==> config.mk <==
export PLATFORM = sky130hd
export DESIGN_NAME = cache_mem_arbiter
export DESIGN_NICKNAME = d
export VERILOG_FILES = /design/src/rtl/cache_types.sv /design/src/rtl/rr_pick.sv /design/src/rtl/cache_mem_arbiter.sv
export SDC_FILE = /design/constraint.sdc
export NUM_CORES = 1
export LEC_CHECK = 0
export ABC_AREA = 1
export CAP_MARGIN = 20
export CORE_AREA = 2 2 632 634
export CTS_CLUSTER_SIZE = 12
export DETAILED_ROUTE_END_ITERATION = 8
export DIE_AREA = 0 0 634 636
export PLACE_DENSITY = 0.3
export RECOVER_POWER = 25
export SLEW_MARGIN = 40
export SYNTH_ARGS = -nofsm -noshare
export SYNTH_HDL_FRONTEND = slang
export SYNTH_HIERARCHICAL = 1
export SYNTH_SLANG_ARGS = --single-unit
==> constraint.sdc <==
create_clock -name clk -period 1.8 [get_ports clk]
set_clock_uncertainty 0.15 [all_clocks]
set_input_delay 0.54 -clock clk [delete_from_list [all_inputs] [get_ports clk]]
set_output_delay 0.54 -clock clk [all_outputs]
set_load 0.01 [all_outputs]
==> src/rtl/cache_types.sv <==
// Shared types for the cache subsystem: arbiter state encoding and well-known port indices.
package cache_types;

    typedef enum logic {
        arb_idle = 1'b0,
        arb_busy = 1'b1
    } arb_state_t;

    localparam int PORT_ICACHE = 0;
    localparam int PORT_DCACHE = 1;

    localparam int LINE_W = 256;
    localparam int ADDR_W = 32;

endpackage

==> src/rtl/rr_pick.sv <==
// Combinational round-robin picker: first active requester strictly after 'last', wrapping.
module rr_pick #(
    parameter  int NPORT = 2,
    localparam int IW    = $clog2(NPORT)
) (
    input  logic [NPORT-1:0] active,
    input  logic [IW-1:0]    last,
    output logic [IW-1:0]    grant,
    output logic             any
);

    logic          found;
    logic [IW-1:0] idx;

    always_comb begin
        grant = '0;
        found = 1'b0;
        idx   = '0;
        any   = |active;
        // Scan last+1 .. last+NPORT so 'last' itself has the lowest priority.
        for (int k = 1; k <= NPORT; k++) begin
            idx = IW'((int'(last) + k) % NPORT);
            if (!found && active[idx]) begin
                grant = idx;
                found = 1'b1;
            end
        end
    end

endmodule

==> src/rtl/cache_mem_arbiter.sv <==
// Round-robin arbiter sharing one line-granular memory port between NPORT cache miss ports,
// one transaction in flight, with a sticky watchdog on stalled memory responses.
module cache_mem_arbiter
    import cache_types::*;
#(
    parameter int NPORT   = 2,
    parameter int TIMEOUT = 1023
) (
    input  logic                          clk,
    input  logic                          rst_n,
    input  logic [NPORT-1:0][ADDR_W-1:0]  req_addr,
    input  logic [NPORT-1:0]              req_read,
    input  logic [NPORT-1:0]              req_write,
    input  logic [NPORT-1:0][LINE_W-1:0]  req_wdata,
    output logic [NPORT-1:0][LINE_W-1:0]  req_rdata,
    output logic [NPORT-1:0]              req_resp,
    output logic [ADDR_W-1:0]             mem_addr,
    output logic                          mem_read,
    output logic                          mem_write,
    output logic [LINE_W-1:0]             mem_wdata,
    input  logic [LINE_W-1:0]             mem_rdata,
    input  logic                          mem_resp,
    output logic                          err_timeout
);

    localparam int IW = $clog2(NPORT);
    localparam int WW = (TIMEOUT > 0) ? $clog2(TIMEOUT + 1) : 1;

    // Handshake: a requester holds addr/read/write/wdata stable until the single-cycle
    // req_resp; memory likewise sees its request held until the single-cycle mem_resp.

    arb_state_t    state_q, state_d;
    logic [IW-1:0] grant_q, grant_d;
    logic [IW-1:0] last_q, last_d;
    logic [WW-1:0] wdog_q, wdog_d;
    logic          err_d;

    logic [NPORT-1:0] active;
    logic [IW-1:0]    pick_grant;
    logic             pick_any;

    assign active = req_read | req_write;

    rr_pick #(.NPORT(NPORT)) u_rr_pick (
        .active (active),
        .last   (last_q),
        .grant  (pick_grant),
        .any    (pick_any)
    );

    always_comb begin
        state_d = state_q;
        grant_d = grant_q;
        last_d  = last_q;
        case (state_q)
            arb_idle: begin
                if (pick_any) begin
                    grant_d = pick_grant;
                    state_d = arb_busy;
                end
            end
            arb_busy: begin
                if (mem_resp) begin
                    last_d  = grant_q;
                    state_d = arb_idle;
                end
            end
            default: state_d = arb_idle;
        endcase
    end

    // Watchdog counts BUSY cycles; the flag rises in the cycle the count reaches TIMEOUT.
    always_comb begin
        wdog_d = wdog_q;
        err_d  = err_timeout;
        if (state_q == arb_busy) begin
            if (mem_resp) begin
                wdog_d = '0;
            end else if (wdog_q != '1) begin
                wdog_d = wdog_q + 1'b1;
            end
            if ((TIMEOUT != 0) && !mem_resp && (wdog_d == WW'(TIMEOUT))) begin
                err_d = 1'b1;
            end
        end
    end

    always_ff @(posedge clk or negedge rst_n) begin
        if (!rst_n) begin
            state_q     <= arb_idle;
            grant_q     <= '0;
            last_q      <= IW'(NPORT - 1);
            wdog_q      <= '0;
            err_timeout <= 1'b0;
        end else begin
            state_q     <= state_d;
            grant_q     <= grant_d;
            last_q      <= last_d;
            wdog_q      <= wdog_d;
            err_timeout <= err_d;
        end
    end

    // Memory side is fed only from registered grant, so IDLE has no req_* -> mem_* path.
    always_comb begin
        mem_addr  = '0;
        mem_read  = 1'b0;
        mem_write = 1'b0;
        mem_wdata = '0;
        req_resp  = '0;
        if (state_q == arb_busy) begin
            mem_addr          = req_addr[grant_q];
            mem_read          = req_read[grant_q];
            mem_write         = req_write[grant_q];
            mem_wdata         = req_wdata[grant_q];
            req_resp[grant_q] = mem_resp;
        end
    end

    always_comb begin
        for (int i = 0; i < NPORT; i++) begin
            req_rdata[i] = mem_rdata;
        end
    end

    for (genvar i = 0; i < NPORT; i++) begin : g_port_chk
        a_rw_excl: assert property (@(posedge clk) disable iff (!rst_n)
            !(req_read[i] && req_write[i]));
    end

    a_hold_req: assert property (@(posedge clk) disable iff (!rst_n)
        (state_q == arb_busy && !mem_resp) |-> active[grant_q]);

    a_no_idle_resp: assert property (@(posedge clk) disable iff (!rst_n)
        (state_q == arb_idle) |-> !mem_resp);

endmodule

======== Yosys cells after proc, flatten, opt, wreduce, memory -nomap -nowiden ========
Index checks and enable logic that the tools add are counted.
word-level totals
  flip-flop bits (word level) ............. 14
  output and inout port bits .............. 805
  logic and storage cells ................. 54
operators by class
  add/sub/neg operators ................... 3
  magnitude comparators ................... 4
  eq/ne operators ......................... 2
  multiplexer cells ....................... 28
  bitwise logic cells ..................... 3
  reductions and logical operators ........ 9
operators by type and width
  operator                                                    number
  2-to-1 mux 256 bit                                          3
  2-to-1 mux 32 bit                                           3
  2-to-1 mux 10 bit                                           3
  2-to-1 mux 1 bit                                            16
  adder 10 x 1 -> 10 bit, second input constant               1
  == test 10 bit, second input constant                       1
  != test 10 bit, second input constant                       1
  less-than comparator 1 x 2 -> 1 bit, second input constant  3
  AND reduction 2 bit                                         3
  logical AND 1 bit                                           3
  adder 1 bit, second input constant                          2
  bitwise AND 2 bit                                           1
  zero test 1 bit                                             2
  2-to-1 mux 2 bit                                            1
  bitwise OR 2 bit                                            1
  one-hot mux 1 bit (2 select lines)                          1
  OR reduction 2 bit                                          1
  demux 1 bit (select 1 bit)                                  1
  >= comparator 1 bit, second input constant                  1
  inverter 1 bit                                              1

======== Longest topological paths before layout ========
Gate-level depths: netlist of the first run.
  depth after elaboration ................. 7
  mapped depth ............................ 12
  gate-level depth less buffers ........... 12

======== Hierarchy ========
The synthesis of the first run kept the hierarchy.
by module, submodules not included
  module             instances  cells each  area each (µm²)
  cache_mem_arbiter  1          1605        8760.9
  rr_pick            1          3           15.0

======== Worst setup path after synthesis of the first run ========
No wires, ideal clock.
  path kind ............................... reg2out
  start point ............................. register grant_q
  end point ............................... output mem_addr[0]
  arrival ................................. 1.181 ns
  slack ................................... -0.071 ns
  stages on the path, launching flop included .. 7
  buffers on the path ..................... 3
  cells stage by stage .................... dfrtp_1 > buf_2 > clkinv_1 > buf_2 > buf_2 > nor2_1 > nor2_1
between the ends
  cells in the longest elaborated chain, start to end .. 3
ends and longest elaborated chain
  what                                                   RTL line                  source
  from (decl)                                            cache_mem_arbiter.sv:33   logic [IW-1:0] grant_q, grant_d;
  from (signal assigned)                                 cache_mem_arbiter.sv:97   grant_q <= grant_d;
  2-to-1 mux 32 bit (implied by the code) (2 in series)  cache_mem_arbiter.sv:112  mem_addr = req_addr[grant_q];
  2-to-1 mux 32 bit                                      cache_mem_arbiter.sv:111  if (state_q == arb_busy) begin
  to (decl)                                              cache_mem_arbiter.sv:17   output logic [ADDR_W-1:0] mem_addr,
Every way passes these cells. The select of a mux whose other input is x is not followed.

======== Worst setup path after layout of the first run ========
  start point ............................. register grant_q
  end point ............................... output mem_wdata[150]
between the ends
  cells in the longest elaborated chain, start to end .. 3
ends and longest elaborated chain
  what                                                    RTL line                  source
  2-to-1 mux 256 bit (implied by the code) (2 in series)  cache_mem_arbiter.sv:115  mem_wdata = req_wdata[grant_q];
  2-to-1 mux 256 bit                                      cache_mem_arbiter.sv:111
  to (decl)                                               cache_mem_arbiter.sv:20   output logic [LINE_W-1:0] mem_wdata,
Every way passes these cells. The select of a mux whose other input is x is not followed.

==> results by group, run 1 <==
STA
  • Post-route worst setup slack: -0.878 ns
  • RSZ-0062 raised after global routing: true
  • Minimum clock period: 2.68 ns
  • Actual slew at the worst max-slew pin: 0.516 ns
  • Setup-failing EPs final: 306
  • Period utilization: 149%
  • Setup_tns: -223.41 ns
  • Hold Violations, Final: 0
  • Max-slew headroom: 65.6%
  • Upper clock frequency limit: 0.373 GHz
  • Hold slack: 0.324 ns
  • Fin. max-slew vios: 0

Global routing
  • Grt ovf: 0
  • Overall Global Routing Usage: 13.0%
  • Vias in the first global route: 13767
  • First-pass GRT wire length: 305000 µm
  • Largest net degree at the start of global routing: 31
  • Initial antenna violation count: 123

Pwr
  • Total power: 48.8 mW
  • Pwr Density: 1800 nW/µm²
  • Pleak: 8.51 nW
  • Worst vdd ir: 0.610 mV

Place
  • Detailed Place HPWL: 246000 µm
  • Port buffer count: 875
  • Final Wtd Congestion: 0.890

Hold path
  • Hold Path Class: register to register

Detailed routing
  • DRT antenna net count: 0
  • Drt first pass iters: 5
  • DR iter-0 viols: 928
  • Via density: 1.87
  • Drt drc: 0
  • Via Count: 13886
  • WL per Instance: 37.0 µm
  • Post-Route WL: 274000 µm

Critical path
  • Worst-path cell chain: buf_8 -> clkinv_16 -> buf_16 -> buf_4 -> nor2_1 -> nor2_2 -> clkdlybuf4s15_2
  • Setup crit start kind: register
  • Slowest cell delay on critical path: 0.51 ns
  • Critical Path AT: 1.99 ns
  • Delay-heaviest family, CP: buffers and inverters
  • Slowest CP cell: dfrtp_4
  • Flop2flop setup slack: -0.67 ns
  • Setup CP Type: register to primary output
  • CP required: 1.11 ns
  • Nature of the critical path endpoint: primary output
  • Crit path buf inv count: 5
  • Max FO, Critical Path: 8

Logic synthesis
  • Number of synthesized register bits: 14
  • Syn Area/Cell: 5.46 µm²
  • Cell variety after synth: 26
  • Cell count after synthesis: 1608
  • Seq/Total Area, Yosys: 4.01%
  • Yosys Warn Count: 6
  • Synth Net Count: 2448
  • Synth Cell Area: 8780 µm²

Floorplanning
  • # IOs: 1644
  • Die width: 634 µm
  • Die Ht: 636 µm
  • Core ar.: 397000 µm²
  • Starting density of the core: 2.21%
  • DIE AREA: 403000 µm²
  • Cell Rows: 232

CTS
  • CTS Sinks: 14
  • CTS tree: built
  • CTS Buffer Depth: 2
  • Clk slew on worst S/H paths: 0.06 ns
  • Root Driver: clkbuf_16
  • TritonCTS Buffers: 3
  • Hold_buf cts: 0
  • Clock Latency Late Sink: 0.26 ns
  • H-tree depth: 1

Flow run
  • Max cap viols: 0

Finish
  • Most common cell after layout, fill and taps aside: clkdlybuf4s50_1
  • Fraction of layout cells with a size suffix above 1: 46.7%
  • Synth-to-layout area growth: 209%
  • Net count, final: 2958
  • Most frequent cells in the layout: clkdlybuf4s50_1, nor2_2, nor2_1

Outcome
  • Run status: complete, but fails checks
  • Failing checks: negative setup slack
==> cell usage after synthesis <==
| library cell | n | share of area (%) |
|---|---|---|
| a21oi_1 | 4 | 0.23 |
| buf_2 | 35 | 2.0 |
| ha_1 | 1 | 0.14 |
| clkinv_1 | 2 | 0.086 |
| nand2_1 | 47 | 2.0 |
| nor3_1 | 1 | 0.057 |
| nand3_4 | 1 | 0.20 |
| o21ai_0 | 300 | 17 |
| dfstp_2 | 1 | 0.30 |
| or2_2 | 2 | 0.14 |
| nand4_1 | 2 | 0.14 |
| o211ai_1 | 1 | 0.086 |
| nand3_2 | 1 | 0.11 |
| nand2_2 | 1 | 0.071 |
| nor2_4 | 2 | 0.26 |
| inv_2 | 1 | 0.043 |
| or2_1 | 1 | 0.071 |
| nor2_1 | 588 | 25 |
| nand3_1 | 10 | 0.57 |
| dfrtp_1 | 13 | 3.7 |
| nor2_2 | 3 | 0.21 |
| nand3b_1 | 1 | 0.086 |
| inv_1 | 13 | 0.56 |
| o21bai_1 | 2 | 0.17 |
| clkbuf_1 | 63 | 2.7 |
| buf_4 | 512 | 44 |
==> through the flow <==
stage / instances / cell area [µm²] / worst slack [ns] / utilization, %
final: 7418 / 27100 / -0.878 / 6.83
after global routing: 7406 / 27100 / -0.906 / 6.82
after CTS: 7353 / 25700 / -0.947 / 6.47
after detailed placement: 7256 / 23300 / -1.47 / 5.88
after global placement: 7255 / 23300 / -1.78 / 5.87
after floorplan: 1608 / 9440 / -0.0427 / -
==> where the power goes <==
group | switching (mW) | total (mW) | internal [mW]
Combinational | 27.3 | 47.8 | 20.4
Clock | 0.186 | 0.526 | 0.340
Sequential | 0.115 | 0.516 | 0.401
==> state kept, by name, summed over array words and instances, names as in the netlist <==
signal	cells
last_q	1
err_timeout	1
grant_q	1
wdog_q	10
state_q	1
==> logic make-up (layout without fill, tap and decap cells) <==
| kind of cell | Yosys count | after routing | share of synthesized area, % |
|---|---|---|---|
| flops | 14 | 14 | 4.01 |
| simple gates | 660 | 660 | 29.1 |
| buf+inv | 626 | 1135 | 49.2 |
| other cells | 0 | 36 | 0 |
| compound gates | 307 | 307 | 17.6 |
| fa+ha+maj | 1 | 1 | 0.143 |
==> layer usage <==
metal | GRT usage, % | up-vias | wire length (µm)
met2 | 23.4 | 1582 | 138000
met3 | 11.5 | 408 | 53100
met4 | 2.43 | 66 | 7220
met1 | 10.4 | 6188 | 75500
li1 | - | 5642 | -
met5 | 0.932 | - | 980
==> timing repair <==
item,in CTS,in global routing
pin swaps,119,99
cloned,31,12
gates resized for setup,666,429
setup endpoints to repair,296,306
setup buffers,69,27
==> final timing paths <==
kind,to,cells after the start,startpoint
min in group asynchronous,wdog_q[1],2,rst_n
worst min register to register,err_timeout,2,err_timeout
max in group asynchronous,grant_q,2,rst_n
worst min-delay path,err_timeout,2,err_timeout
worst max register to register,grant_q,9,state_q
worst max-delay path,mem_wdata[150],7,grant_q
==> cell type report <==
cell class	instances	area, µm²
fillers	46858	370000
repair buffers	1115	13800
diodes	36	90.1
inverters	16	86.3
clock buffers	4	88.8
well taps	5265	6590
multi-input cells	968	6130
flip-flops and latches	14	359
==> tightest hold or removal path: cells and delay by family, from the launching register on <==
| family | cells | cell delay [ns] |
|---|---|---|
| and+or+nand+nor | 1 | 0.05 |
| buffers and inverters | 1 | 0.04 |
| DFF | 1 | 0.35 |
Note: power is estimated with default switching activity, not from simulation.
==> inputs of run 2 (changes only) <==
--- a/config.mk
+++ b/config.mk
@@ -13,6 +13,7 @@
 export DIE_AREA = 0 0 634 636
 export PLACE_DENSITY = 0.3
 export RECOVER_POWER = 25
+export SETUP_SLACK_MARGIN = 0.2
 export SLEW_MARGIN = 40
 export SYNTH_ARGS = -nofsm -noshare
 export SYNTH_HDL_FRONTEND = slang
==> run 2 against run 1 <==
Against the previous run:
- die area stayed put
- sequential power is 2% lower
- register-to-register slack improved by 0.64 ns
- flip-flop and latch count unchanged
- final area fell by 4.4%
- wire length grew 5.0%
- clock power is 6.3% lower
- first-iteration DRC count decreased by 12%
- via count up 4.7%
- clock-buffer cell count stayed put
- the flow still finishes with violations (negative setup slack)
- combinational power is 15% lower
- largest cell class unchanged
==> results by group, run 2 (synthesis results as in run 1) <==
Outcome
  • Run status: complete, but fails checks
  • Failing checks: negative setup slack

Finish
  • Final cell count without fillers: 7455
  • Most flops, register: wdog_q
  • Fraction of layout cells with a size suffix above 1: 39.1%
  • Synth-to-layout area growth: 195%
  • Largest register FFs: 10
  • FILL cells: 46846
  • Net count, final: 2982
  • Fin util: 6.53%
  • Most common cell after layout, fill and taps aside: clkdlybuf4s50_1
  • Most frequent cells in the layout: clkdlybuf4s50_1, nor2_1, buf_4

Detailed routing
  • Post-Route WL: 288000 µm
  • DRT antenna net count: 0
  • Drt drc: 0
  • Via density: 1.95
  • DR iter-0 viols: 813
  • Via Count: 14545
  • WL per Instance: 38.7 µm
  • Drt first pass iters: 4

Floorplanning
  • Starting density of the core: 2.21%
  • Die width: 634 µm
  • Die Ht: 636 µm
  • Cell Rows: 232
  • DIE AREA: 403000 µm²
  • # IOs: 1644
  • Core ar.: 397000 µm²

Place
  • Placed cells: 7348
  • Detailed Place HPWL: 270000 µm
  • Port buffer count: 875
  • Final Wtd Congestion: 0.929

Critical path
  • Worst-path cell chain: buf_16 -> buf_16 -> buf_4 -> o21ai_0 -> nor2_2 -> dlygate4sd2_1
  • Critical Path AT: 2.13 ns
  • R2R Path End: err_timeout
  • Setup crit start kind: register
  • Setup crit end: mem_wdata[155]
  • Slowest CP cell: dfrtp_4
  • Setup CP Type: register to primary output
  • Slowest cell delay on critical path: 0.57 ns
  • Max FO, Critical Path: 11
  • Reg2reg path depth: 10
  • Nature of the critical path endpoint: primary output
  • Worst reg2reg startpoint: state_q
  • Flop2flop setup slack: -0.03 ns
  • CP required: 1.11 ns
  • Critical Path Most Common Cell: buf_16
  • Worst setup path startpoint: grant_q

STA
  • Max-slew headroom: 67.7%
  • Period utilization: 157%
  • Post-route worst setup slack: -1.02 ns
  • Actual slew at the worst max-slew pin: 0.485 ns
  • Fin. max-slew vios: 0
  • Setup_tns: -229.69 ns
  • RSZ-0062 raised after global routing: true
  • Upper clock frequency limit: 0.355 GHz
  • Setup-failing EPs final: 300
  • Minimum clock period: 2.82 ns
  • Hold Violations, Final: 0
  • Hold slack: 0.365 ns

Global routing
  • Largest net degree at the start of global routing: 47
  • Overall Global Routing Usage: 13.5%
  • Grt ovf: 0
  • Initial antenna violation count: 162
  • Vias in the first global route: 14215
  • First-pass GRT wire length: 317000 µm

CTS
  • CTS Buffer Depth: 2
  • CTS tree: built
  • Clk slew on worst S/H paths: 0.05 ns
  • Root Driver: clkbuf_16
  • H-tree depth: 1
  • TritonCTS Buffers: 3
  • CTS Sinks: 14
  • Clock Latency Late Sink: 0.25 ns

Hold path
  • Hold Path Class: register to register
  • Hold Startpoint: last_q

Flow run
  • Max cap viols: 0

Pwr
  • Pwr Density: 1600 nW/µm²
  • Worst vdd ir: 0.796 mV
  • Pleak: 8.37 nW
[run 2: cell count changes in the layout (fill, tap and decap cells not counted), moves of 36 or more]
| cell | before | now |
|---|---|---|
| buf_2 | 49 | 13 |
| nor2_1 | 223 | 325 |
| buf_4 | 116 | 213 |
| buf_12 | 208 | 160 |
| o21ai_0 | 108 | 153 |
| nor2_4 | 122 | 176 |
| nor2_2 | 248 | 92 |
[run 2: how the worst min path moves through the flow]
stage	end	slack (ns)	cells after the start
after floorplan	err_timeout	0.09	0
after global placement	last_q	0.35	2
after detailed placement	last_q	0.37	2
after CTS	last_q	0.38	2
after global routing	last_q	0.40	2
final	last_q	0.37	2
[run 2: cell type report]
| cell class | instances | area (µm²) | share of cell area [%] |
|---|---|---|---|
| Timing Repair Buffer | 1138 | 12700 | 49.0 |
| Sequential cell | 14 | 359 | 1.39 |
| Timing Repair inverter | 1 | 11.3 | 0.0435 |
| Inverter | 16 | 86.3 | 0.333 |
| Clock buffer | 4 | 88.8 | 0.343 |
| Antenna cell | 49 | 123 | 0.473 |
| Multi-Input combinational cell | 968 | 5960 | 23.0 |
| Tap cell | 5265 | 6590 | 25.4 |
[run 2: critical path, delay by kind of cell, from the launching register on]
family / cells / cell delay (ns)
buffers and inverters: 4 / 0.87
flip-flops: 1 / 0.57
AO/OA/AOI/OAI: 1 / 0.26
AND/OR/NAND/NOR: 1 / 0.12
[run 2: routing by layer]
| metal | vias up | global-route usage, % | share of wire, % |
|---|---|---|---|
| met5 | - | 1.08 | 0.45 |
| met4 | 104 | 3.70 | 3.5 |
| met3 | 447 | 11.6 | 19 |
| met2 | 1807 | 24.0 | 49 |
| met1 | 6505 | 10.9 | 28 |
| li1 | 5682 | - | - |
[run 2: power by group]
| group | internal (mW) | switching (mW) | leakage [nW] |
|---|---|---|---|
| combinational | 16.9 | 23.6 | 8.15 |
| clock | 0.338 | 0.154 | 0.0445 |
| sequential | 0.401 | 0.106 | 0.178 |
[run 2: repair_timing]
item                                    4_1_cts  5_1_grt
hold buffers                                  0        0
cloned                                        2       10
resized for setup                           264      314
setup buffers                                13       29
pin swaps                                    23       26
endpoints found under the setup margin      306      306
[run 2: through the flow]
| stage | power [mW] | setup slack, ns | instance area [µm²] |
|---|---|---|---|
| global route | 43.9 | -1.06 | 25800 |
| floorplan | 12.1 | -0.0413 | 10200 |
| detailed placement | 39.4 | -1.63 | 24300 |
| finish | 41.5 | -1.02 | 25900 |
| CTS | 41.2 | -1.16 | 24900 |
| global placement | 39.7 | -1.64 | 24300 |
